[config.mk]
export PLATFORM = sky130hd
export DESIGN_NAME = ntt_ctrl
export DESIGN_NICKNAME = d
export VERILOG_FILES = /design/src/rtl/ntt_ctrl.sv
export SDC_FILE = /design/constraint.sdc
export NUM_CORES = 1
export LEC_CHECK = 0
export ABC_AREA = 1
export BUFFER_PORTS_ARGS = -buffer_cell sky130_fd_sc_hd__buf_2
export CAP_MARGIN = 30
export CORE_UTILIZATION = 50
export DETAILED_ROUTE_END_ITERATION = 8
export GPL_TIMING_DRIVEN = 0
export PLACE_DENSITY_LB_ADDON = 0.2
export SLEW_MARGIN = 20
export SYNTH_ARGS = -nofsm -noshare
export SYNTH_HDL_FRONTEND = slang
export SYNTH_SLANG_ARGS = --single-unit
export TNS_END_PERCENT = 50
[constraint.sdc]
create_clock -name clk -period 3 [get_ports clk]
set_clock_uncertainty 0.15 [all_clocks]
set_input_delay 0.3 -clock clk [delete_from_list [all_inputs] [get_ports clk]]
set_output_delay 0.3 -clock clk [all_outputs]
set_load 0.01 [all_outputs]
[src/rtl/ntt_ctrl.sv]
// ntt_ctrl: issue/drain sequencer for one RBFU lane over a 256-coefficient Kyber polynomial
//
// Ports:
//   clk, rst              clock, synchronous active-high reset
//   start, mode           request pulse (sampled in IDLE) and operation select
//                         (00 NTT, 01 INTT, 10 PWM when NTT_CTRL_PWM_EN is defined, 11 reserved)
//   busy, done            running flag; one-cycle completion pulse
//   opcode                RBFU opcode, delayed MEM_LAT cycles to line up with RAM data
//   rd_en, rd_addr_a/b    coefficient read issue strobe and addresses
//   tw_idx                twiddle ROM index for the issued pair
//   wr_en, wr_addr_a/b    write-back strobe and addresses, delayed MEM_LAT+BFU_LAT cycles
//   layer                 current layer 0..6 (debug)
//
// Optional feature: define NTT_CTRL_PWM_EN to make mode 10 (pointwise multiply) legal.
module ntt_ctrl #(
    parameter int MEM_LAT = 1,
    parameter int BFU_LAT = 4
) (
    input  logic       clk,
    input  logic       rst,
    input  logic       start,
    input  logic [1:0] mode,
    output logic       busy,
    output logic       done,
    output logic [1:0] opcode,
    output logic       rd_en,
    output logic [7:0] rd_addr_a,
    output logic [7:0] rd_addr_b,
    output logic [6:0] tw_idx,
    output logic       wr_en,
    output logic [7:0] wr_addr_a,
    output logic [7:0] wr_addr_b,
    output logic [2:0] layer
);
    localparam int D = MEM_LAT + BFU_LAT;

    typedef enum logic [1:0] {IDLE, ISSUE, DRAIN, DONE} state_t;
    typedef struct packed {
        logic       v;
        logic [7:0] a;
        logic [7:0] b;
    } wb_t;

    state_t     state, state_nx;
    logic [6:0] cnt, cnt_nx;
    logic [2:0] layer_nx;
    logic [1:0] mode_r, mode_nx;
    logic       legal, pwm, last;
    logic [1:0] op_src;
    logic [1:0] op_q [MEM_LAT];
    wb_t        dl [D];
    logic [2:0] s;
    logic [6:0] g;
    logic [7:0] a_c, b_c;
    logic [6:0] tw_c;

`ifdef NTT_CTRL_PWM_EN
    assign legal = mode != 2'b11;
    assign pwm   = mode_r == 2'b10;
`else
    assign legal = !mode[1];
    assign pwm   = 1'b0;
`endif

    // PWM is a single pass; NTT/INTT run layers 0..6
    assign last   = pwm || layer == 3'd6;
    assign op_src = pwm ? {1'b1, cnt[0]} : mode_r;

    always_comb begin
        state_nx = state;
        cnt_nx   = cnt;
        layer_nx = layer;
        mode_nx  = mode_r;
        case (state)
            IDLE: if (start && legal) begin
                state_nx = ISSUE;
                cnt_nx   = '0;
                layer_nx = '0;
                mode_nx  = mode;
            end
            // cnt wraps 127 -> 0, so the drain count starts from zero for free
            ISSUE: begin
                cnt_nx   = cnt + 7'd1;
                state_nx = cnt == 7'd127 ? DRAIN : ISSUE;
            end
            DRAIN: begin
                cnt_nx = cnt + 7'd1;
                if (cnt == 7'(D - 1)) begin
                    cnt_nx   = '0;
                    state_nx = last ? DONE : ISSUE;
                    layer_nx = last ? layer : layer + 3'd1;
                end
            end
            default: begin
                state_nx = IDLE;
                layer_nx = '0;
            end
        endcase
    end

    // Butterfly pair: split j at bit s (s = log2 len), insert a zero there for
    // the lower address and a one for the upper address.
    always_comb begin
        s    = mode_r[0] ? layer + 3'd1 : 3'd7 - layer;
        g    = cnt >> s;
        a_c  = (({1'b0, g} << s) << 1) | ({1'b0, cnt} & ((8'd1 << s) - 8'd1));
        b_c  = a_c | (8'd1 << s);
        tw_c = mode_r[0] ? 7'((8'd128 >> layer) - 8'd1 - {1'b0, g}) : (7'd1 << layer) + g;
`ifdef NTT_CTRL_PWM_EN
        if (pwm) begin
            a_c  = {1'b0, cnt[6:1], 1'b0};
            b_c  = {1'b0, cnt[6:1], 1'b1};
            tw_c = 7'd64 + {2'b00, cnt[6:2]};
        end
`endif
    end

    assign busy      = state == ISSUE || state == DRAIN;
    assign done      = state == DONE;
    assign rd_en     = state == ISSUE;
    assign rd_addr_a = rd_en ? a_c : '0;
    assign rd_addr_b = rd_en ? b_c : '0;
    assign tw_idx    = rd_en ? tw_c : '0;
    assign opcode    = op_q[MEM_LAT-1];
    assign wr_en     = dl[D-1].v;
    assign wr_addr_a = dl[D-1].a;
    assign wr_addr_b = dl[D-1].b;

    always_ff @(posedge clk) begin
        if (rst) begin
            state  <= IDLE;
            cnt    <= '0;
            layer  <= '0;
            mode_r <= '0;
            op_q   <= '{default: '0};
            dl     <= '{default: '0};
        end else begin
            state   <= state_nx;
            cnt     <= cnt_nx;
            layer   <= layer_nx;
            mode_r  <= mode_nx;
            op_q[0] <= op_src;
            for (int i = 1; i < MEM_LAT; i++) op_q[i] <= op_q[i-1];
            dl[0] <= '{v: rd_en, a: rd_addr_a, b: rd_addr_b};
            for (int i = 1; i < D; i++) dl[i] <= dl[i-1];
        end
    end
endmodule

# Word level (Yosys, flattened, before mapping)
# Cells that the tools add are included.
# totals
ff_bits	101
in_bits	5
elab_cells	71
# classes
add_sub_neg	7
n_eq_ne	9
shifts	5
mux	17
bitwise_logic	4
n_reduce_logical	9
# ops
op	count
2-to-1 mux 7 bit	4
case mux 7 bit (3 select lines)	1
2-to-1 mux 8 bit	2
OR 8 bit	2
2-to-1 mux 3 bit	4
case mux 3 bit (3 select lines)	1
AND 7 x 8 -> 8 bit	1
2-to-1 mux 2 bit	4
<< shifter 1 x 3 -> 8 bit (first input constant)	1
right shift 8 x 3 -> 7 bit (first input constant)	1
subtractor 8 x 1 -> 8 bit (second input constant)	1
adder 7 x 1 -> 7 bit (second input constant)	1
adder 7 bit	1
equality test 7 x 3 -> 1 bit (second input constant)	1
equality test 7 bit (second input constant)	1
<< shifter 1 x 3 -> 7 bit (first input constant)	1
<< shifter 7 x 3 -> 7 bit	1
right shift 7 x 3 -> 7 bit	1
subtractor 7 x 1 -> 7 bit (second input constant)	1
subtractor 7 bit	1
inequality test 2 bit (second input constant)	3
case mux 2 bit (3 select lines)	1
AND reduction 2 bit	3
equality test 2 bit (second input constant)	2
other kinds (11)	11

# Logic depth before layout (Yosys ltp)
# logic_depth
ltp_word	8
ltp_mapped	23

# Worst setup path after synthesis
# No wires, ideal clock.
# synth_path
path_kind	reg2out
start	register layer[0]
end	output tw_idx[4]
arrival_time_ns	2.753
slack_ns	-0.203
stages_incl_launch_ff	23
cell_sequence	dfxtp_1 -> buf_4 -> inv_2 -> buf_4 -> ha_1 -> inv_1 -> nand2_4 -> nand2_8 -> nand2_1 -> o21ai_1 -> o21a_1 -> inv_1 -> ha_1 -> ha_1 -> inv_1 -> nand2_1 -> nand2_1 -> nand2_1 -> nand2_1 -> nand2_1 -> o21ai_1 -> nor2_1 -> nor2_1
# synth_between
elab_chain_cells	6
elab_cells_between_ends	11
# synth_lines
item	line	source
start: declaration	33	output logic [2:0] layer
start signal: assignment	140	layer <= layer_nx;
branches (longest 4 deep; another with subtractor 7 x 1 -> 7 bit)	--	
2-to-1 mux 7 bit (*)	108	tw_c = mode_r[0] ? 7'((8'd128 >> layer) - 8'd1 - {1'b0, g}) : (7'd1 << layer) + g;
2-to-1 mux 7 bit (*)	123	assign tw_idx = rd_en ? tw_c : '0;
end: declaration	29	output logic [6:0] tw_idx,
# Mark *: on every way between the ends.

# Final worst setup path
# layout_path
start	register layer[0]
end	output tw_idx[2]
# Same word-level chain as after synthesis.

==> flow_metrics.tcl <==
set metrics [dict create \
    place_inst 868 \
    layout.cells.non_filler 912 \
    rr_worst_depth 24 \
    start_util_pct 52.15 \
    synth_top_family_by_area "simple AND/OR/NAND/NOR gates" \
    critPathMaxFanout 8 \
    drive_gt1_share_pct 30.65 \
    first_pass_iters 5 \
    die_x_um 100.9 \
    clkLatencyLatePin_ns 0.37 \
    syn_to_final_growth_pct 27.24 \
    synth_edf_count 0 \
    grt_pass1_wl_um 19140 \
    synth_xor_area_share_pct 0.8961 \
    irDropWorstVdd_mv 0.2974 \
    rsz0062_at_grt "true" \
    relSlewSlack_pct 57.75 \
    period_needed_ns 3.401 \
    critical-path-top-delay-family "compound AO/OA/AOI/OAI gates" \
    layout.nets 804 \
    syn_area_per_cell_um2 7.103 \
    die_h_um 100.9 \
    r2r_start "layer[0]" \
    postRouteAntennaNets 0 \
    min_from "mode[1]" \
    violations "setup timing" \
    drv_slew 0 \
    antenna_cells 0 \
    cts-root-buf "clkbuf_8" \
    globalRouteTotalUtil_pct 24.15 \
    vias 4313 \
    synth_nets 714 \
    tns_ns -5.074 \
    synthArstFlopShare_pct 0 \
    required_ns 2.55 \
    finalCritPeriodShare_pct 113.4 \
    rows 35 \
    path_cells "buf_6, inv_4, buf_8, ha_4, inv_4, nand2_4, nand2_8, o21ai_4, o21a_4, inv_2, ha_4, ha_4, inv_2, nand2_2, buf_4, a21oi_2, o21ai_1, a21oi_1, buf_2" \
    min_path_type "primary input to flip-flop" \
    comb_power_share_pct 26.9 \
    htreeDepth 3 \
    routabilityCongestion 0.8450 \
    p_sw_share_pct 34.02 \
    fin_hold_ws_ns 0.1070 \
    grt_remaining_overflow 0 \
    slowest_stage "dfxtp_4" \
    synthMuxAreaShare_pct 0.2048 \
    critPathCaptureType "primary output" \
    hold_depth 5 \
    status "finished with violations" \
    synth-seq-cells 101 \
    power.total_mw 3.063 \
    totalWireLength_um 11400 \
    grt_pass1_vias 4214 \
    max_freq_mhz 294.1 \
    ios 53 \
    slowest_delay_ns 0.39 \
    cts_buffer_depth 2 \
    finalSetupViolCount 21 \
    ff2ff_setup_slack_ns -0.27 \
    yosys_warnings 0 \
    synth_adder_area_share_pct 5.376 \
    pwr-share-seq_pct 45.2 \
    wl_per_cell_um 12.50 \
    hpwl_um 8045 \
    hold_end "mode_r[1]" \
    p_per_area_nw_per_um2 492.5 \
    yosys.area_share.simple_pct 27.83 \
    yosysUniqueCellTypes 37 \
    clock-sinks 101 \
    p_leak_nw 2.918 \
    power.net_switching_mw 1.042 \
    drv_cap 0 \
    grt_max_degree 21 \
    worstMarginPinSlew_ns 0.6337 \
    hold_buffers 0 \
    clockPowerShare_pct 28.0 \
    syn_area_um2 4887 \
    ys_seq_area_share_pct 41.37 \
    cpMostUsedCell "ha_4" \
    worstPathArrival_ns 2.95 \
    viasPerCell 4.729 \
    coreArea_um2 9371 \
    syn_inst 688 \
    path_depth 19 \
    start_kind "flip-flop" \
    drcViolationCount 0 \
    fin_ws_ns -0.4007 \
    rr_endpoint "dl[72]" \
    port_buffers 51 \
    clkTransAtPathRegs_ns 0.12 \
    hold_violations 0 \
    drtIter0Drc 168 \
    die-area_um2 10170 \
    crit_buf_inv 8 \
    synth_flop_cell "dfxtp_1" \
    tritoncts "built" \
    grt_antenna_before_repair 0 \
    postLayoutCoreUtil_pct 66.36 \
    worst-setup-path-type "flip-flop to primary output" \
    p_int_mw 2.021 \
    synth_compound_area_share_pct 8.449 \
    cts_buffers 9 \
]
per-stage QoR:
step                setup slack (ns)  cell area [µm²]
floorplan                   0.005159             4908
global placement             -0.2883             5325
detailed placement           -0.3615             5325
CTS                          -0.3845             6068
global route                 -0.5906             6218
finish                       -0.4007             6218
what timing repair did:
item / CTS / global route
buffers inserted: 28 / 0
gates resized for setup: 82 / 36
endpoints found under the setup margin: 21 / 22
hold endpoints to repair: 0 / 0
pin swaps: 38 / 24
cell families after synthesis:
logic type / after synthesis
compound gates: 70
xor+xnor: 5
fa+ha+maj: 21
buf+inv: 179
flops: 101
mux: 1
simple gates: 311
layer usage:
metal	vias to the layer above	track usage (%)	wire length (µm)	share of wire, %
met2	101	44.89	5865	51
li1	2238	-	-	-
met4	0	8.919	310	2.7
met1	1942	27.17	4712	41
met5	-	0	0	0
met3	32	4.785	513	4.5
worst max path at each step:
stage | endpoint | slack [ns] | from
finish | tw_idx[2] | -0.40 | layer[0]
floorplan | tw_idx[4] | 0.005 | layer[0]
detailed placement | tw_idx[4] | -0.36 | layer[0]
CTS | tw_idx[4] | -0.38 | layer[0]
global placement | tw_idx[4] | -0.29 | layer[0]
global route | tw_idx[4] | -0.59 | layer[0]
synth_stat cells, types with 4 or more instances:
| cell type | instances | area (µm²) |
|---|---|---|
| dfxtp_1 | 101 | 2022 |
| nand2_1 | 120 | 450.4 |
| o21ai_1 | 17 | 85.08 |
| a21oi_1 | 24 | 120.1 |
| o21ai_0 | 11 | 55.05 |
| clkbuf_1 | 12 | 45.04 |
| nand2_2 | 10 | 62.56 |
| inv_2 | 8 | 30.03 |
| xor2_1 | 5 | 43.79 |
| nand3_2 | 7 | 70.07 |
| a211oi_1 | 5 | 37.54 |
| o21ai_2 | 4 | 35.03 |
| ha_1 | 21 | 262.8 |
| inv_1 | 132 | 495.5 |
| nor2_1 | 120 | 450.4 |
| nand3_1 | 35 | 175.2 |
| buf_4 | 21 | 157.7 |
worst reg2reg max path, stage by stage (launching register included):
cell     delay [ns]
dfxtp_4        0.39
buf_6          0.11
inv_4          0.03
buf_8          0.11
ha_4           0.28
inv_4          0.04
nand2_4        0.07
nand2_8        0.09
nand2_4        0.09
o21ai_4        0.06
o21a_4         0.24
buf_4          0.13
buf_6          0.12
nand2_4        0.06
o21ai_4        0.07
o21ai_1        0.14
nand2_1        0.10
buf_4          0.14
buf_4          0.12
buf_4          0.12
buf_4          0.12
buf_4          0.12
buf_4          0.12
o21ai_2        0.10
inv_1          0.04
flip-flops by register name, summed over array words and instances, names as in the netlist:
register   count
dl            68
wr_addr_a      8
wr_addr_b      8
cnt            7
layer          3
mode_r         2
opcode         2
state          2
wr_en          1
power by group through the flow:
stage	registers [mW]	clock network (mW)	logic [mW]
floorplan	1.41	0	0.430
global placement	1.41	0	0.564
detailed placement	1.41	0	0.573
CTS	1.38	0.873	0.760
global route	1.39	0.939	0.899
finish	1.38	0.857	0.823
cell usage in the layout (no fill, tap or decap), types with 12 or more instances in the layout:
| master | n |
|---|---|
| inv_1 | 121 |
| buf_4 | 45 |
| clkbuf_1 | 12 |
| dfxtp_1 | 98 |
| nand2_1 | 100 |
| nor2_1 | 112 |
| buf_2 | 50 |
| nand3_1 | 26 |
| o21ai_1 | 12 |
| nand3_2 | 12 |
| a21oi_1 | 18 |
| nand2_2 | 22 |
| inv_2 | 17 |
layout make-up:
cell class	instances	area [µm²]
Fill cell	842	3153
Multi-Input combinational cell	408	2531
Sequential cell	101	2031
Inverter	140	530.5
Timing Repair Buffer	79	488.0
Buffer	39	272.8
Tap cell	129	161.4
Clock buffer	9	123.9
Clock inverter	7	80.08
(Power assumes the default switching activity.)
